[src/rtl/wb_gpio_ctrl.sv]
// -----------------------------------------------------------------------------
// wb_gpio_ctrl
//
// Wishbone-classic slave that controls up to 32 GPIO pads and raises an
// interrupt on enabled rising/falling pad edges.
//
// Register map (word index = io_bus_ADR[4:2], all other address bits ignored):
//   0 OUT      RW    pad output data
//   1 OEB      RW    active-low output enable (1 = pad is an input)
//   2 IN       RO    synchronised pad value
//   3 RISE_EN  RW    per-bit rising-edge interrupt enable
//   4 FALL_EN  RW    per-bit falling-edge interrupt enable
//   5 STATUS   RW1C  sticky edge-event flags
//   6 ID       RO    constant 0x4750494F ("GPIO")
//   7 -        reads 0, writes ignored
//
// Ports:
//   clk                  single clock, rising edge
//   reset                asynchronous active-low reset
//   io_bus_CYC/STB/WE    Wishbone cycle, strobe, write enable
//   io_bus_SEL[3:0]      byte-lane selects for writes
//   io_bus_ADR[31:0]     address (only [4:2] decoded)
//   io_bus_DAT_MOSI      write data
//   io_bus_ACK           one-cycle acknowledge
//   io_bus_DAT_MISO      read data, valid with ACK, zero otherwise
//   io_gpio_read         raw asynchronous pad inputs
//   io_gpio_write        pad output data (flop output)
//   io_gpio_writeEnable  pad output enable, active low (flop output)
//   io_irq[2:0]          [0] = any STATUS bit set, [2:1] = 0
//
// Bus handshake: a request is present whenever CYC=1 and STB=1. The slave
// accepts it on a rising edge where ACK is currently 0; on that same edge the
// write (if WE=1) is committed, ACK rises and DAT_MISO is loaded. ACK is then
// forced low on the next edge, so a request held continuously completes once
// every two cycles. Requests with CYC=0 or STB=0 are ignored entirely.
// -----------------------------------------------------------------------------
module wb_gpio_ctrl #(
    parameter int GPIO_WIDTH = 32
) (
    input  logic                  clk,
    input  logic                  reset,
    input  logic                  io_bus_CYC,
    input  logic                  io_bus_STB,
    input  logic                  io_bus_WE,
    input  logic [3:0]            io_bus_SEL,
    input  logic [31:0]           io_bus_ADR,
    input  logic [31:0]           io_bus_DAT_MOSI,
    output logic                  io_bus_ACK,
    output logic [31:0]           io_bus_DAT_MISO,
    input  logic [GPIO_WIDTH-1:0] io_gpio_read,
    output logic [GPIO_WIDTH-1:0] io_gpio_write,
    output logic [GPIO_WIDTH-1:0] io_gpio_writeEnable,
    output logic [2:0]            io_irq
);

    localparam logic [31:0] ID_VALUE = 32'h4750_494F;

    localparam logic [2:0] IDX_OUT     = 3'd0;
    localparam logic [2:0] IDX_OEB     = 3'd1;
    localparam logic [2:0] IDX_IN      = 3'd2;
    localparam logic [2:0] IDX_RISE_EN = 3'd3;
    localparam logic [2:0] IDX_FALL_EN = 3'd4;
    localparam logic [2:0] IDX_STATUS  = 3'd5;
    localparam logic [2:0] IDX_ID      = 3'd6;

    // ------------------------------------------------------------------
    // Register state
    // ------------------------------------------------------------------
    logic [GPIO_WIDTH-1:0] out_reg;
    logic [GPIO_WIDTH-1:0] oeb_reg;
    logic [GPIO_WIDTH-1:0] rise_en_reg;
    logic [GPIO_WIDTH-1:0] fall_en_reg;
    logic [GPIO_WIDTH-1:0] status_reg;

    // Pad input synchroniser (two stages) plus one history stage for edges.
    logic [GPIO_WIDTH-1:0] sync_1;
    logic [GPIO_WIDTH-1:0] sync_2;
    logic [GPIO_WIDTH-1:0] prev;

    // ------------------------------------------------------------------
    // Bus decode
    // ------------------------------------------------------------------
    logic       access;
    logic       wr_access;
    logic [2:0] reg_idx;

    assign access    = io_bus_CYC & io_bus_STB & ~io_bus_ACK;
    assign wr_access = access & io_bus_WE;
    assign reg_idx   = io_bus_ADR[4:2];

    // Address bits outside [4:2] are deliberately ignored; write-data bits
    // above GPIO_WIDTH have no storage behind them.
    logic unused_bus_bits;
    assign unused_bus_bits = ^{io_bus_ADR[31:5], io_bus_ADR[1:0], io_bus_DAT_MOSI};

    // Expand the byte selects into a bit mask, then truncate to the GPIO width
    // so bits above GPIO_WIDTH can never be written.
    logic [31:0]           byte_mask;
    logic [GPIO_WIDTH-1:0] wr_mask;
    logic [GPIO_WIDTH-1:0] wr_data;

    always_comb begin
        byte_mask = '0;
        for (int b = 0; b < 4; b++) begin
            byte_mask[8*b +: 8] = {8{io_bus_SEL[b]}};
        end
    end

    assign wr_mask = byte_mask[GPIO_WIDTH-1:0];
    assign wr_data = io_bus_DAT_MOSI[GPIO_WIDTH-1:0];

    function automatic logic [GPIO_WIDTH-1:0] merge_bytes(
        input logic [GPIO_WIDTH-1:0] old_val,
        input logic [GPIO_WIDTH-1:0] new_val,
        input logic [GPIO_WIDTH-1:0] mask
    );
        return (old_val & ~mask) | (new_val & mask);
    endfunction

    logic wr_out;
    logic wr_oeb;
    logic wr_rise_en;
    logic wr_fall_en;
    logic wr_status;

    assign wr_out     = wr_access && (reg_idx == IDX_OUT);
    assign wr_oeb     = wr_access && (reg_idx == IDX_OEB);
    assign wr_rise_en = wr_access && (reg_idx == IDX_RISE_EN);
    assign wr_fall_en = wr_access && (reg_idx == IDX_FALL_EN);
    assign wr_status  = wr_access && (reg_idx == IDX_STATUS);

    // ------------------------------------------------------------------
    // Read multiplexer (zero-extended to 32 bits)
    // ------------------------------------------------------------------
    logic [31:0] read_data;

    always_comb begin
        read_data = '0;
        case (reg_idx)
            IDX_OUT:     read_data[GPIO_WIDTH-1:0] = out_reg;
            IDX_OEB:     read_data[GPIO_WIDTH-1:0] = oeb_reg;
            IDX_IN:      read_data[GPIO_WIDTH-1:0] = sync_2;
            IDX_RISE_EN: read_data[GPIO_WIDTH-1:0] = rise_en_reg;
            IDX_FALL_EN: read_data[GPIO_WIDTH-1:0] = fall_en_reg;
            IDX_STATUS:  read_data[GPIO_WIDTH-1:0] = status_reg;
            IDX_ID:      read_data = ID_VALUE;
            default:     read_data = '0;
        endcase
    end

    // ------------------------------------------------------------------
    // Acknowledge and read data
    // ------------------------------------------------------------------
    always_ff @(posedge clk or negedge reset) begin
        if (!reset) begin
            io_bus_ACK      <= 1'b0;
            io_bus_DAT_MISO <= '0;
        end else if (access) begin
            io_bus_ACK      <= 1'b1;
            io_bus_DAT_MISO <= read_data;
        end else begin
            io_bus_ACK      <= 1'b0;
            io_bus_DAT_MISO <= '0;
        end
    end

    // ------------------------------------------------------------------
    // Control registers
    // ------------------------------------------------------------------
    always_ff @(posedge clk or negedge reset) begin
        if (!reset) begin
            out_reg     <= '0;
            oeb_reg     <= '1;
            rise_en_reg <= '0;
            fall_en_reg <= '0;
        end else begin
            if (wr_out)     out_reg     <= merge_bytes(out_reg, wr_data, wr_mask);
            if (wr_oeb)     oeb_reg     <= merge_bytes(oeb_reg, wr_data, wr_mask);
            if (wr_rise_en) rise_en_reg <= merge_bytes(rise_en_reg, wr_data, wr_mask);
            if (wr_fall_en) fall_en_reg <= merge_bytes(fall_en_reg, wr_data, wr_mask);
        end
    end

    // ------------------------------------------------------------------
    // Pad input synchroniser and edge history
    // ------------------------------------------------------------------
    always_ff @(posedge clk or negedge reset) begin
        if (!reset) begin
            sync_1 <= '0;
            sync_2 <= '0;
            prev   <= '0;
        end else begin
            sync_1 <= io_gpio_read;
            sync_2 <= sync_1;
            prev   <= sync_2;
        end
    end

    // ------------------------------------------------------------------
    // Edge detection and sticky status
    // ------------------------------------------------------------------
    logic [GPIO_WIDTH-1:0] rise;
    logic [GPIO_WIDTH-1:0] fall;
    logic [GPIO_WIDTH-1:0] edge_event;
    logic [GPIO_WIDTH-1:0] status_clr;

    assign rise       = sync_2 & ~prev;
    assign fall       = ~sync_2 & prev;
    // Enables are sampled at the moment the edge is seen; an edge that
    // arrives while its enable is 0 is lost for good.
    assign edge_event = (rise & rise_en_reg) | (fall & fall_en_reg);
    assign status_clr = wr_status ? (wr_data & wr_mask) : '0;

    // Clear is applied first and the new event OR-ed afterwards, so a
    // simultaneous event wins over a W1C of the same bit.
    always_ff @(posedge clk or negedge reset) begin
        if (!reset) begin
            status_reg <= '0;
        end else begin
            status_reg <= (status_reg & ~status_clr) | edge_event;
        end
    end

    // ------------------------------------------------------------------
    // Outputs: pad controls come straight from flops
    // ------------------------------------------------------------------
    assign io_gpio_write       = out_reg;
    assign io_gpio_writeEnable = oeb_reg;
    assign io_irq              = {2'b00, |status_reg};

endmodule

[config.mk]
export PLATFORM = sky130hd
export DESIGN_NAME = wb_gpio_ctrl
export DESIGN_NICKNAME = d
export VERILOG_FILES = /design/src/rtl/wb_gpio_ctrl.sv
export SDC_FILE = /design/constraint.sdc
export NUM_CORES = 1
export LEC_CHECK = 0
export ABC_CLOCK_PERIOD_IN_PS = 2400
export BUFFER_PORTS_ARGS = -buffer_cell sky130_fd_sc_hd__buf_4
export CAP_MARGIN = 20
export CORE_UTILIZATION = 40
export CTS_CLUSTER_SIZE = 28
export DETAILED_ROUTE_END_ITERATION = 8
export SLEW_MARGIN = 20
export SYNTH_ARGS = -nofsm -noshare
export SYNTH_HDL_FRONTEND = slang
export SYNTH_SLANG_ARGS = --single-unit
[constraint.sdc]
create_clock -name clk -period 2.4 [get_ports clk]
set_clock_uncertainty 0.15 [all_clocks]
set_input_delay 0.48 -clock clk [delete_from_list [all_inputs] [get_ports clk]]
set_output_delay 0.48 -clock clk [all_outputs]
set_load 0.005 [all_outputs]
==> results.toml <==
[worst_setup_path]
critPathArrivalTime_ns = 1.96
cpMaxStageDelayCell = "dfrtp_1"
worst_setup_path_start_kind = "flop"
cp_cell_sequence = "nor4_2, buf_4, nand4_1, or2_4, buf_6"
path_class = "reg2out"
crit_path_max_fanout = 3
cp-end-kind = "output pin"
required_ns = 1.77
critPathMaxStageDelay_ns = 0.40

[floorplan]
dieHeight_um = 173
row_count = 62
start_util_pct = 40.7
core_area_sq_um = 28800
dieArea_sq_um = 29900
design.portCount = 205
die_w_um = 173

[power]
total_power_uw = 11600
p_clk_share_pct = 39.8
seqPwrFrac_pct = 48.8
switching_share_pct = 23.7
power_density_nw_per_um2 = 768
comb_power_share_pct = 11.4
power_switching_uw = 2750
power.internal_uw = 8850
ir_drop_v = 0.000453
leakagePower_uw = 0.00677

[synthesis]
synth-edff-count = 0
post-synth-top-area-fraction_pct = 55.0
yosysUniqueCellTypes = 53
synth_ff_type = "dfrtp_1"
seq_area_frac_synth_pct = 62.1
yosys-top-cells-area = "dfrtp_1 55%, mux2_2 14%, dfstp_2 7.2%"
netlist_instances = 855
async_flop_share_pct = 100
synth-warning-count = 0
yosys.area.top_type = "dfrtp_1"
synth_area_sq_um = 11700
synth_seq_cells = 289
syn_avg_cell_area_sq_um = 13.7

[global_route]
first_global_vias = 8086
grt-ovfl-total = 0
antenna_found_initial = 1
grt_max_degree = 70
grt_pass1_wl_mm = 47.1
track_usage_pct = 20.3

[sta]
setup_viol = 1
slew_headroom_pct = 50.6
timing.fmax_mhz = 386
fin_crit_ns = 2.59
worst_pin_slew_ns = 0.737
hold_viol_final = 0
timing.final.ws_setup_ns = -0.193
drv_slew = 0
rsz0062_at_grt = "true"
period_share_pct = 108

[drt]
wirelength_mm = 30.1
routedWlPerCell_um = 19.8
drtIter0Drc = 430
vias = 8012
dr.pass1.iters = 6
ant_nets = 0
vias_per_cell = 5.28
drc = 0

[place]
gp_routability_congestion = 0.802
dp_hpwl_mm = 20.7
dpl.cell_count = 1428
dpl-instance-area_sq_um = 13700
port_buffers = 173

[cells_and_area]
drive_gt1_share_pct = 43.1
layout_common_cells = "257 x dfrtp_1, 217 x buf_4, 147 x mux2_2, 50 x o21ai_0, 47 x nand2_1"
area_growth_pct = 29.1
final_common_cell = "dfrtp_1"
diodes = 0
finalNonFillerCells = 1518
post-route-util_pct = 52.5
design_area_sq_um = 15100
nNetsFinal = 1217

[clocking]
clock_sinks = 289
clk_latency_ns = 0.55
clkSlewWorstSetupHoldPaths_ns = 0.06
cts_tree = "yes"
htree_levels = 1
cts_buffers = 31
clockBufferDepth = 3
root_buffer = "clkbuf_16"

[outcome]
violations = "setup timing"
status = "complete, but fails checks"

[worst_hold_path]
hp-class = "in2reg"

[flow_run]
max_cap_violations = 0
[cells by family after synthesis]
group | Yosys count | synth area share [%]
DFF | 289 | 62.1
muxes | 168 | 16.6
AOI/OAI and AO/OA | 166 | 9.76
and+or+nand+nor | 162 | 8.65
buffers and inverters | 69 | 2.81
other | 1 | 0.0320
[final timing paths]
kind | startpoint | end | slack [ns] | depth (start not counted)
max | status_reg[0] | io_irq[0] | -0.19 | 5
min | io_bus_DAT_MOSI[12] | flop | 0.03 | 2
max reg2reg | io_bus_ACK | flop | 0.37 | 5
min reg2reg | sync_1[7] | sync_2[7] | 0.20 | 0
max in group asynchronous | reset | async pin | 1.09 | 3
min in group asynchronous | reset | sync_1[2] | 0.28 | 2
[worst max-delay path: cells and delay by family (launching register included)]
family	cells	cell delay (ns)
buffers and inverters	2	0.28
DFF	1	0.40
and+or+nand+nor	3	0.74
[layout make-up]
class / instances / area, sq um
Inverter: 36 / 135
Timing Repair Buffer: 256 / 2070
Sequential cell: 289 / 7270
Clock buffer: 50 / 947
Fill cell: 2511 / 13700
Clock inverter: 5 / 53.8
Tap cell: 384 / 480
Multi-Input combinational cell: 498 / 4150
[through the flow]
stage / hold slack [ns] / setup slack, ns / TNS (ns)
6_report: 0.0314 / -0.193 / -0.193
5_1_grt: 0.0343 / -0.261 / -0.261
4_1_cts: 0.0124 / -0.221 / -0.221
3_5_place_dp: 0.185 / 0.181 / 0
3_3_place_gp: 0.182 / 0.186 / 0
2_1_floorplan: 0.0344 / 0.476 / 0
[per-layer routing]
layer  GRT usage (%)  up-vias  routed length [um]
li1                -     3648                   -
met1            28.0     4085               13500
met2            32.9      218               14300
met3            2.99       59                1310
met4            6.67        2                 914
met5               0        -                  17
[power groups by stage]
stage	clock network (uW)	logic, uW	registers [uW]
2_1_floorplan	0	643	5650
3_3_place_gp	0	1260	5730
3_5_place_dp	0	1290	5740
4_1_cts	4720	1340	5670
5_1_grt	4920	1450	5720
6_report	4620	1320	5670
[what timing repair did]
| item | CTS | global route |
|---|---|---|
| endpoints found under the hold margin | 70 | 0 |
| hold buffers | 33 | 0 |
| setup endpoints to repair | 1 | 1 |
| gates resized for setup | 7 | 1 |
| pin swaps | 4 | 1 |
| setup buffers | 1 | 1 |
[Yosys cell counts (6+ instances only)]
cell	number
nor2_4	9
a21oi_1	20
a221oi_1	8
inv_1	34
a22oi_1	18
nor4_1	8
nand2_1	47
clkbuf_1	9
dfrtp_1	257
nand4_1	6
mux2_2	147
o2bb2ai_1	9
nor2_1	23
o211ai_1	32
o21ai_0	50
a22o_1	7
buf_2	13
dfstp_2	32
buf_4	8
mux4_2	6
mux2i_1	13
nand3b_1	32
a221o_1	7
Power figures use the tool's default switching activity.
